**config.mk**
```make
export PLATFORM = sky130hd
export DESIGN_NAME = fp_mul_arbiter
export DESIGN_NICKNAME = d
export VERILOG_FILES = /design/src/rtl/fp_mul_arbiter.sv
export SDC_FILE = /design/constraint.sdc
export NUM_CORES = 1
export LEC_CHECK = 0
export CAP_MARGIN = 20
export CORE_ASPECT_RATIO = 1.2
export CORE_MARGIN = 10
export CORE_UTILIZATION = 30
export CTS_BUF_LIST = sky130_fd_sc_hd__clkbuf_4 sky130_fd_sc_hd__clkbuf_8 sky130_fd_sc_hd__clkbuf_16
export DETAILED_ROUTE_END_ITERATION = 12
export PLACE_DENSITY = 0.72
export SLEW_MARGIN = 30
export SYNTH_ARGS = -nofsm -noshare
export SYNTH_HDL_FRONTEND = slang
export SYNTH_SLANG_ARGS = --single-unit
export TNS_END_PERCENT = 20
```
**constraint.sdc**
```tcl
create_clock -name clk -period 2.4 [get_ports clk]
set_input_delay 0.72 -clock clk [delete_from_list [all_inputs] [get_ports clk]]
set_output_delay 0.72 -clock clk [all_outputs]
set_load 0.05 [all_outputs]
```
**src/rtl/fp_mul_arbiter.sv**
```systemverilog
// fp_mul_arbiter: round-robin arbiter that shares one multiplier_fp between
// NUM_REQ requesters. One transaction at a time: IDLE -> ISSUE -> WAIT -> DONE.
// Optional watchdog enabled by defining FPMUL_ARB_TIMEOUT_EN; when it fires, the
// granted requester receives a NaN result flagged with resp_err.
module fp_mul_arbiter #(
   parameter int NUM_REQ     = 4,
   parameter int TIMEOUT_CYC = 64
) (
   input  logic                    clk,
   input  logic                    rst_n,
   input  logic [NUM_REQ-1:0]      req,
   input  logic [NUM_REQ*32-1:0]   a_in,
   input  logic [NUM_REQ*32-1:0]   b_in,
   output logic [NUM_REQ-1:0]      gnt,
   output logic [NUM_REQ-1:0]      resp_valid,
   output logic [31:0]             resp_y,
   output logic                    resp_err,
   output logic                    mul_start,
   output logic [31:0]             mul_a,
   output logic [31:0]             mul_b,
   input  logic                    mul_ready,
   input  logic                    mul_busy,
   input  logic [31:0]             mul_y
);

   localparam int IDW = (NUM_REQ > 1) ? $clog2(NUM_REQ) : 1;
   localparam logic [31:0] NAN_Y = 32'h7F80_0001;

   typedef enum logic [1:0] {S_IDLE, S_ISSUE, S_WAIT, S_DONE} state_t;

   state_t             r_state;
   state_t             w_state_nx;
   logic [IDW-1:0]     r_last;
   logic [NUM_REQ-1:0] r_gnt;
   logic [NUM_REQ-1:0] r_resp_valid;
   logic [31:0]        r_resp_y;
   logic               r_resp_err;
   logic               r_mul_start;
   logic [31:0]        r_mul_a;
   logic [31:0]        r_mul_b;

   logic               w_found;
   logic [IDW-1:0]     w_pick;
   logic [IDW-1:0]     w_scan;
   logic               w_grant;
   logic               w_resp;
   logic               w_timeout;

   // Round-robin pick: first asserted request starting just after the last winner.
   always_comb begin
      w_found = 1'b0;
      w_pick  = '0;
      w_scan  = '0;
      for (int k = 1; k <= NUM_REQ; k++) begin
         w_scan = IDW'((int'(r_last) + k) % NUM_REQ);
         if (!w_found && req[w_scan]) begin
            w_found = 1'b1;
            w_pick  = w_scan;
         end
      end
   end

`ifdef FPMUL_ARB_TIMEOUT_EN
   logic [7:0] r_wdog;

   // Watchdog: restarts on entry to WAIT, counts every WAIT cycle.
   always_ff @(posedge clk or negedge rst_n) begin
      if (!rst_n)
         r_wdog <= 8'd0;
      else if (r_state == S_ISSUE)
         r_wdog <= 8'd0;
      else if (r_state == S_WAIT)
         r_wdog <= r_wdog + 8'd1;
   end

   // A real ready pulse in the last allowed cycle wins over the watchdog.
   assign w_timeout = (r_state == S_WAIT) && !mul_ready &&
                      (r_wdog == 8'(TIMEOUT_CYC - 1));
`else
   assign w_timeout = 1'b0;
`endif

   // Grant only from IDLE with a free multiplier; a leftover op keeps us waiting.
   assign w_grant = (r_state == S_IDLE) && w_found && !mul_busy;
   // Ready outside WAIT is ignored, which also drops stale pulses after reset.
   assign w_resp  = (r_state == S_WAIT) && (mul_ready || w_timeout);

   // State register.
   always_ff @(posedge clk or negedge rst_n) begin
      if (!rst_n)
         r_state <= S_IDLE;
      else
         r_state <= w_state_nx;
   end

   // Next-state logic.
   always_comb begin
      w_state_nx = r_state;
      case (r_state)
         S_IDLE:  if (w_grant) w_state_nx = S_ISSUE;
         S_ISSUE: w_state_nx = S_WAIT;
         S_WAIT:  if (w_resp) w_state_nx = S_DONE;
         S_DONE:  w_state_nx = S_IDLE;
         default: w_state_nx = S_IDLE;
      endcase
   end

   // Grant, start and response strobes; gnt spans grant through the DONE cycle.
   always_ff @(posedge clk or negedge rst_n) begin
      if (!rst_n) begin
         r_gnt        <= '0;
         r_last       <= IDW'(NUM_REQ - 1);
         r_mul_start  <= 1'b0;
         r_resp_valid <= '0;
         r_resp_err   <= 1'b0;
      end else begin
         r_mul_start  <= w_grant;
         r_resp_valid <= w_resp ? r_gnt : '0;
         r_resp_err   <= w_resp && w_timeout;
         if (w_grant) begin
            r_gnt  <= NUM_REQ'(1) << w_pick;
            r_last <= w_pick;
         end else if (r_state == S_DONE) begin
            r_gnt  <= '0;
         end
      end
   end

   // Operands latched at grant and frozen until the next grant; result latched on response.
   always_ff @(posedge clk or negedge rst_n) begin
      if (!rst_n) begin
         r_mul_a  <= 32'h0;
         r_mul_b  <= 32'h0;
         r_resp_y <= 32'h0;
      end else begin
         if (w_grant) begin
            r_mul_a <= a_in[32*w_pick +: 32];
            r_mul_b <= b_in[32*w_pick +: 32];
         end
         if (w_resp)
            r_resp_y <= mul_ready ? mul_y : NAN_Y;
      end
   end

   assign gnt        = r_gnt;
   assign resp_valid = r_resp_valid;
   assign resp_y     = r_resp_y;
   assign resp_err   = r_resp_err;
   assign mul_start  = r_mul_start;
   assign mul_a      = r_mul_a;
   assign mul_b      = r_mul_b;

endmodule

```
# Yosys cells after proc, flatten, opt, wreduce, memory -nomap -nowiden
# Cells that the tools add are included.
totals:
  reg_bits: 109
  latch_bits: 0
  mem_bits_rw: 0
  rom_bits: 0
  inputBits: 296
  out_inout_bits: 106
  wordCells: 60
  n_memories: 0
classes:
  n_addsub: 4
  mul: 0
  n_div: 0
  n_lt_le_gt_ge: 4
  eq_ne: 5
  n_shift: 3
  muxes: 23
  bitwise_logic: 0
  n_reduce_logical: 13
ops:
  columns: ["op", "count"]
  rows:
  - ["128-bit by 8-bit variable part select with 32-bit output", 2]
  - ["32-bit 2-to-1 mux", 1]
  - ["2-bit by 3-bit less-than comparator with 1-bit output (second input constant)", 4]
  - ["2-bit 2-to-1 mux", 6]
  - ["4-bit 2-to-1 mux", 3]
  - ["1-bit binary-select mux with 2-bit select", 4]
  - ["1-bit 2-to-1 mux", 8]
  - ["2-bit one-hot mux with 4 select lines", 1]
  - ["1-bit logical AND", 6]
  - ["2-bit by 1-bit adder with 2-bit output (second input constant)", 2]
  - ["2-bit adder (second input constant)", 2]
  - ["2-bit equality test (second input constant)", 2]
  - ["1-bit zero test", 4]
  - ["2-bit inequality test (second input constant)", 2]
  - ["1-bit by 2-bit left shift with 4-bit output (first input constant)", 1]
  - ["2-bit by 1-bit equality test with 1-bit output (second input constant)", 1]
  - ["2-bit zero test", 1]
  - ["2-bit AND reduction", 1]
  - ["2-bit nonzero test", 1]

# Depth between registers and ports, before layout
# Gate-level depths: netlist of run 1.
logic_depth:
  depth_word: 17
  depth_mapped: 8
  mapped_depth_nobuf: 7

# Least setup slack after synthesis of run 1
# No wires, ideal clock.
synth_timing:
  path_kind: "input -> register"
  startpoint: "in req[3]"
  endpoint: "reg r_mul_a[24] (netlist: mul_a[24])"
  setup_ns: 0.125
  t_arrival_ns: 1.992
  t_required_ns: 2.275
  setup_slack_ns: 0.283
  cell_stages: 8
  path_buffers: 2
  cell_sequence: "buf_4 or4_4 nand3b_2 inv_2 buf_2 nor2_1 nor2_1 o2bb2ai_1"
synth_via:
  elab_chain_cells: 14
  word_cells_on_any_way: 25
  cone_classes: "shift: 1; mux: 16; reduce/logical: 8"
synth_lines:
  columns: ["element", "line_no", "text"]
  rows:
  - ["from (decl)", "11", "input logic [NUM_REQ-1:0] req,"]
  - ["branches (longest 14 deep; another with 1-bit binary-select mux with 2-bit select)", null, null]
  - ["to (signal assigned)", "137", "r_mul_a <= a_in[32*w_pick +: 32];"]
  - ["to (decl)", "39", "logic [31:0] r_mul_a;"]
# Several ways; the timed one is not identified. The select of a mux whose other input is x is not followed.
# A chain may end at the register's enable or synchronous reset.

# Worst setup path after layout of run 1
layout_timing:
  startpoint: "reg r_mul_b[6] (netlist: mul_b[6])"
  endpoint: "out mul_b[6]"
layout_rtl:
  columns: ["element", "line_no", "text"]
  rows:
  - ["from (decl)", "40", "logic [31:0] r_mul_b;"]
  - ["from (signal assigned)", "138", "r_mul_b <= b_in[32*w_pick +: 32];"]
  - ["to (decl)", "20", "output logic [31:0] mul_b,"]
# No word-level cell between the ends.

==> results of run 1 <==
-- sequential cells by signal, summed over array words and instances, names as in the netlist --
register / cells
gnt: 4
mul_a: 32
mul_b: 32
mul_start: 1
r_last: 2
r_state: 2
resp_valid: 4
resp_y: 32
-- how the worst min path moves through the flow --
stage                  to  slack [ps]
2_1_floorplan      gnt[0]         420
3_3_place_gp   resp_y[12]         490
3_5_place_dp   resp_y[23]         490
4_1_cts         mul_a[13]         230
6_report         mul_b[8]         250
5_1_grt          mul_b[8]         240
-- cell usage after synthesis, types with 2 or more instances --
| master | count | share of area |
|---|---|---|
| a21oi_1 | 4 | 0.0033 |
| a221oi_1 | 63 | 0.091 |
| a22o_1 | 2 | 0.0029 |
| and3_1 | 4 | 0.0041 |
| buf_1 | 6 | 0.0037 |
| buf_2 | 12 | 0.0099 |
| buf_4 | 15 | 0.019 |
| buf_6 | 6 | 0.011 |
| clkbuf_1 | 13 | 0.0080 |
| dfrtp_1 | 107 | 0.44 |
| dfstp_2 | 2 | 0.0087 |
| ha_1 | 4 | 0.0082 |
| inv_1 | 4 | 0.0025 |
| mux2_1 | 5 | 0.0093 |
| mux2_2 | 61 | 0.11 |
| mux2i_1 | 31 | 0.051 |
| nand2_1 | 16 | 0.0099 |
| nand2b_1 | 3 | 0.0031 |
| nand3b_1 | 4 | 0.0049 |
| nor2_1 | 102 | 0.063 |
| nor2b_1 | 3 | 0.0031 |
| o21ai_0 | 4 | 0.0033 |
| o21ai_1 | 31 | 0.026 |
| o22ai_1 | 31 | 0.032 |
| o2bb2ai_1 | 33 | 0.048 |
-- layout make-up --
| cell class | count | area share |
|---|---|---|
| inverters | 5 | 0.00182 |
| repair buffers | 443 | 0.413 |
| well taps | 261 | 0.0296 |
| clock inverters | 7 | 0.00806 |
| multi-input cells | 415 | 0.279 |
| flip-flops and latches | 109 | 0.248 |
| clock buffers | 9 | 0.0204 |
-- cell families after synthesis --
| family | Yosys count |
|---|---|
| adder cells (fa/ha/maj) | 4 |
| AO/OA/AOI/OAI | 177 |
| AND/OR/NAND/NOR | 136 |
| buffers and inverters | 57 |
| multiplexers | 97 |
| other | 1 |
| flip-flops | 109 |
-- metrics by stage --
| stage | setup TNS, ps | worst slack, ps | util |
|---|---|---|---|
| 2_1_floorplan | 0 | 283 | - |
| 3_3_place_gp | -12550 | -317 | 0.538 |
| 3_5_place_dp | -15170 | -295 | 0.538 |
| 4_1_cts | 0 | 35.9 | 0.554 |
| 5_1_grt | 0 | 8.01 | 0.558 |
| 6_report | 0 | 58.6 | 0.558 |
-- repair_timing --
item,in CTS,in global routing
buffers inserted,0,1
setup endpoints to repair,0,3
resized for setup,0,6
endpoints found under the hold margin,0,0
-- layer usage --
metal | wire (um) | vias up | global-route usage
li1 | - | 3007 | -
met1 | 9780 | 3012 | 0.209
met2 | 13700 | 307 | 0.340
met3 | 2780 | 31 | 0.0766
met4 | 573 | 0 | 0.0629
met5 | 0 | - | 0
-- cell usage in the layout (no fill, tap or decap), types with 4 or more instances in the layout --
| cell type | netlist | layout |
|---|---|---|
| clkdlybuf4s50_1 | 0 | 391 |
| dfrtp_1 | 107 | 107 |
| ha_1 | 4 | 4 |
| nand2_1 | 16 | 16 |
| buf_12 | 0 | 18 |
| mux2i_1 | 31 | 28 |
| and3_1 | 4 | 4 |
| mux2_2 | 61 | 61 |
| clkbuf_16 | 0 | 10 |
| nor2_1 | 102 | 100 |
| o21ai_1 | 31 | 30 |
| buf_4 | 15 | 32 |
| o2bb2ai_1 | 33 | 33 |
| mux2_1 | 5 | 5 |
| a221oi_1 | 63 | 63 |
| nand3b_1 | 4 | 4 |
| o21ai_0 | 4 | 4 |
| inv_1 | 4 | 4 |
| a21oi_1 | 4 | 4 |
| o22ai_1 | 31 | 31 |
-- power by group --
group	total [mW]	switching, mW	internal, mW
clock network	1.61	0.839	0.767
logic	8.43	5.01	3.42
registers	3.10	0.486	2.61
total	13.1	6.34	6.80
==> metrics.md, run 1 <==
| Metric | Value |
|---|---|
| Result of the run | `complete, no violations` |
| Final net count | `1283` |
| Pre-antenna DRT Iters | `4` |
| Via density | `5.09` |
| Register area | `2730 um^2` |
| Post-layout instance area | `11000 um^2` |
| Vias in the first global route | `6984` |
| Compound-cell area share of the yosys netlist | `0.220` |
| DR WL/cell | `21.5 um` |
| Clk Latency, worst-skew pair | `360 ps` |
| Max cap viols | `0` |
| Synth Flop Type | `dfrtp_1` |
| Post-route clock period utilization | `0.976` |
| Worst setup endpoint | `mul_b[6]` |
| Tot GR Track Use | `0.195` |
| Avg Cell Area, Syn | `10.5 um^2` |
| Main combinational cell family by area after synthesis | `compound AO/OA/AOI/OAI gates` |
| Dpl cells | `1231` |
| PwrDens | `1190 nW/um^2` |
| Slew Viols, Final | `0` |
| Clock transition at path regs | `90 ps` |
| Vias | `6357` |
| Clock root cell | `clkbuf_16` |
| Unrepaired setup endpoints after global routing | `false` |
| Synth Register Bits | `109` |
| CTS hold repair buffers | `0` |
| Mux contribution to synthesized area | `0.173` |
| Layout cells sized above 1 | `0.144` |
| N_diodes | `0` |
| Largest stage delay on the critical path | `840 ps` |
| Syn nets | `881` |
| HP Class | `in2async` |
| Yosys cell types | `40` |
| Worst slew pin tran | `570 ps` |
| R2R cell count | `6` |
| Die Ht | `176 um` |
| Worst path slowest cell | `clkdlybuf4s50_1` |
| Largest net degree at the start of global routing | `70` |
| Ys async rst share | `1.00` |
| Lkg Pwr | `4.35 nW` |
| CTS Buffer Depth | `2` |
| CTS sink cnt | `109` |
| H-tree depth | `3` |
| I/O pin cnt | `402` |
| CP cell instances | `clkdlybuf4s50_1` |
| Placeable core region | `19800 um^2` |
| Buf/Inv on CP | `1` |
| WHS | `246 ps` |
| Iteration-0 DRC count of the detailed router | `303` |
| CP startpoint kind | `flop` |
| Non-Filler Instances | `1249` |
| Reg-to-Reg Start | `r_last[1]` |
| Worst VDD drop | `0.000638 V` |
| Initial antenna violation count | `0` |
| Hpwl dp | `21200 um` |
| DRT Wirelength | `26800 um` |
| Horiz. Die Dim | `150 um` |
| Area of the multi-input gates | `3080 um^2` |
| Kind of critical path | `reg2out` |
| Worst setup EP type | `output port` |
| Setup crit start | `mul_b[6]` |
| Starting Density | `0.307` |
| Yosys warning count | `0` |
| Adder-Cell Fraction of Synth Area | `0.00824` |
| Final Power | `13.1 mW` |
| Final setup vio count | `0` |
| Syn-to-layout area delta | `81.4%` |
| WP data required | `1680 ps` |
| Min Tclk post-route | `2340 ps` |
| Reg-to-Reg End | `mul_a[27]` |
| Max_slew headroom | `0.619` |
| Post-route ant nets | `0` |
| Clock skew | `14.0 ps` |
| Crit path depth | `1` |
| XOR/XNOR Fraction of Synth Area | `0` |
| Fillers | `1749` |
| Cell Area, Synth | `6070 um^2` |
| Gr ovfl total | `0` |
| Simple-Gate Fraction of Synth Area | `0.0937` |
| Final hold violation count | `0` |
| Routability cong. | `0.858` |
| DRC errors left | `0` |
| First-pass GRT wire length | `40000 um` |
| CP delay by family, top | `buffers and inverters` |
| Top achievable clock speed | `427 MHz` |
| Count of mapped cells out of synthesis | `581` |
| CP Data Arrival Time | `1620 ps` |
| Seq/Total Area, Yosys | `0.449` |
| # rows | `56` |
| CTS tree | `done` |
| R2R setup slack | `280 ps` |
| EDFF count, synth | `0` |
| Critical-path maximum fanout | `3` |
| CTS Buf Count | `9` |
| IO buf count | `400` |
| Area after DPL | `10600 um^2` |
| Die ar. | `26400 um^2` |
No activity file was read; power rests on OpenSTA's default activity.
==> inputs of run 2 (changes only) <==
--- a/config.mk
+++ b/config.mk
@@ -12,7 +12,6 @@
 export CTS_BUF_LIST = sky130_fd_sc_hd__clkbuf_4 sky130_fd_sc_hd__clkbuf_8 sky130_fd_sc_hd__clkbuf_16
 export DETAILED_ROUTE_END_ITERATION = 12
 export PLACE_DENSITY = 0.72
-export SLEW_MARGIN = 30
 export SYNTH_ARGS = -nofsm -noshare
 export SYNTH_HDL_FRONTEND = slang
 export SYNTH_SLANG_ARGS = --single-unit
==> results of run 2 <==
Same layout as run 1: the final DEF is identical, and so are final timing and power.
==> inputs of run 3 (changes only) <==
--- a/config.mk
+++ b/config.mk
@@ -12,6 +12,7 @@
 export CTS_BUF_LIST = sky130_fd_sc_hd__clkbuf_4 sky130_fd_sc_hd__clkbuf_8 sky130_fd_sc_hd__clkbuf_16
 export DETAILED_ROUTE_END_ITERATION = 12
 export PLACE_DENSITY = 0.72
+export REMOVE_ABC_BUFFERS = 1
 export SYNTH_ARGS = -nofsm -noshare
 export SYNTH_HDL_FRONTEND = slang
 export SYNTH_SLANG_ARGS = --single-unit
==> run 3 against run 2 <==
Net effect: flip-flop and latch count unchanged; final cell count down 0.56%; worst setup slack worse by 2.5 ps; clock skew down 5.5 ps; utilization down 0.53 points; clock-buffer cell count up 1; via count down 0.76%; clock power about the same; first-iteration DRC count up 19%; final area down 0.94%; power down 0.94%; die area unchanged; critical path type unchanged.
==> metrics.md, run 3 (synthesis results as in run 1) <==
| Metric | Value |
|---|---|
| Horiz. Die Dim | `150 um (unchanged)` |
| Tot GR Track Use | `0.191 (-0.00386)` |
| WHS | `280 ps (+33.4 ps)` |
| DR WL/cell | `21.3 um (-0.89%)` |
| Critical-path maximum fanout | `3 (unchanged)` |
| Final setup vio count | `0 (unchanged)` |
| Starting Density | `0.307 (unchanged)` |
| Worst setup EP type | `output port` |
| Worst VDD drop | `0.000649 V (+1.8%)` |
| Result of the run | `complete, no violations` |
| Clock skew | `8.49 ps (-5.53 ps)` |
| Largest net degree at the start of global routing | `65 (-7.1%)` |
| Layout cells sized above 1 | `0.135 (-0.00917)` |
| Routability cong. | `0.827 (-3.6%)` |
| CP delay by family, top | `buffers and inverters` |
| Slew Viols, Final | `0 (unchanged)` |
| CTS sink cnt | `109 (unchanged)` |
| Post-route ant nets | `0 (unchanged)` |
| HP Class | `in2async` |
| Reg-to-Reg End | `mul_a[28]` |
| Clock transition at path regs | `70 ps (-20 ps)` |
| Die Ht | `176 um (unchanged)` |
| N_diodes | `0 (unchanged)` |
| Syn-to-layout area delta | `79.7%` |
| Unrepaired setup endpoints after global routing | `false` |
| Most frequent cells in the layout | `clkdlybuf4s50_1, dfrtp_1, nor2_1` |
| Setup crit start | `mul_b[15]` |
| H-tree depth | `3 (unchanged)` |
| Worst slew pin tran | `581 ps (+10.8 ps)` |
| DRT Wirelength | `26400 um (-1.4%)` |
| Max cap viols | `0 (unchanged)` |
| Min Tclk post-route | `2340 ps (+2.53 ps)` |
| WP data required | `1680 ps (about the same)` |
| Final hold violation count | `0 (unchanged)` |
| Lkg Pwr | `4.33 nW (-0.57%)` |
| First-pass GRT wire length | `39300 um (-1.8%)` |
| Crit path depth | `1 (unchanged)` |
| Buf/Inv on CP | `1 (unchanged)` |
| Clk Latency, worst-skew pair | `350 ps (about the same)` |
| Final net count | `1277 (-0.47%)` |
| Post-route clock period utilization | `0.977 (+0.00105)` |
| Worst setup endpoint | `mul_b[15]` |
| CTS tree | `done` |
| Top achievable clock speed | `427 MHz (-0.11%)` |
| PwrDens | `1190 nW/um^2 (about the same)` |
| IO buf count | `400 (unchanged)` |
| Final WS setup | `56.1 ps (-2.53 ps)` |
| Fillers | `1757 (+0.46%)` |
| CP cell instances | `clkdlybuf4s50_1` |
| Reg-to-Reg Start | `r_last[1]` |
| Die ar. | `26400 um^2 (unchanged)` |
| Gr ovfl total | `0 (unchanged)` |
| Via density | `5.08 (-0.20%)` |
| Largest stage delay on the critical path | `850 ps (about the same)` |
| Pre-CTS setup slack | `-337 ps (-42.3 ps)` |
| CTS Buf Count | `9 (unchanged)` |
| Vias in the first global route | `6835 (-2.1%)` |
| R2R cell count | `6 (unchanged)` |
| Most common cell after layout, fill and taps aside | `clkdlybuf4s50_1` |
| R2R setup slack | `350 ps (+70 ps)` |
| Non-Filler Instances | `1242 (-0.56%)` |
| # rows | `56 (unchanged)` |
| Worst path slowest cell | `clkdlybuf4s50_1` |
| CP startpoint kind | `flop` |
| Post-CTS setup buffers | `0 (unchanged)` |
| Area of the multi-input gates | `3080 um^2 (-0.12%)` |
| CP Data Arrival Time | `1620 ps (about the same)` |
| CTS Buffer Depth | `2 (unchanged)` |
| I/O pin cnt | `402 (unchanged)` |
| Final Power | `13.0 mW (-0.94%)` |
| Placeable core region | `19800 um^2 (unchanged)` |
| Initial antenna violation count | `0 (unchanged)` |
| Hpwl dp | `21400 um (+1.1%)` |
| Max_slew headroom | `0.612 (-0.00725)` |
| Vias | `6309 (-0.76%)` |
| Clock root cell | `clkbuf_16` |
| Register area | `2730 um^2 (unchanged)` |
| Kind of critical path | `reg2out` |
| Iteration-0 DRC count of the detailed router | `362 (+19%)` |
| Dpl cells | `1227 (-0.32%)` |
| Pre-antenna DRT Iters | `4 (unchanged)` |
| DRC errors left | `0 (unchanged)` |
==> run 3: cell count changes in the layout (fill, tap and decap cells not counted), moves of 3 or more <==
cell	change
buf_4	-4
buf_12	-5
a221oi_1	-3
mux2i_1	+3
a221oi_2	+3
==> run 3: per-layer routing <==
layer  share of wire  track usage  wire [um]  vias up
li1                -            -          -     2995
met1            0.37        0.207       9720     3019
met2            0.52        0.343      13800      262
met3           0.085       0.0555       2240       33
met4           0.024       0.0661        628        0
met5               0            0          0        -
==> run 3: through the flow <==
| step | TNS [ps] | instance area [um^2] | utilization |
|---|---|---|---|
| after CTS | 0 | 10900 | 0.551 |
| after floorplan | -164180 | 5760 | - |
| after global routing | 0 | 10900 | 0.553 |
| after detailed placement | -20610 | 10600 | 0.535 |
| after global placement | -19700 | 10600 | 0.535 |
| final | 0 | 10900 | 0.553 |
==> run 3: how the worst min path moves through the flow <==
stage               depth (start not counted)   endpoint  slack [ps]  startpoint
finish                                      1  mul_a[27]         280       rst_n
global route                                1   mul_a[0]         290       rst_n
CTS                                         1  mul_a[27]         280       rst_n
detailed placement                          1  resp_y[0]         490   resp_y[0]
global placement                            1  resp_y[7]         490   resp_y[7]
floorplan                                   0     gnt[0]         420       rst_n
==> run 3: what timing repair did <==
| item | 4_1_cts | 5_1_grt |
|---|---|---|
| hold buffers | 0 | 0 |
| resized for setup | 0 | 8 |
| endpoints found under the setup margin | 0 | 61 |
==> run 3: area by class of cell <==
class	instances	area share
Sequential cell	109	0.250
Clock buffer	10	0.0219
Multi-Input combinational cell	415	0.282
Clock inverter	5	0.00756
Timing Repair Buffer	437	0.407
Inverter	5	0.00183
Tap cell	261	0.0299
==> run 3: where the power goes <==
group	internal [mW]	switching (mW)
registers	2.62	0.503
clock network	0.944	0.688
logic	3.29	4.97
total	6.85	6.16
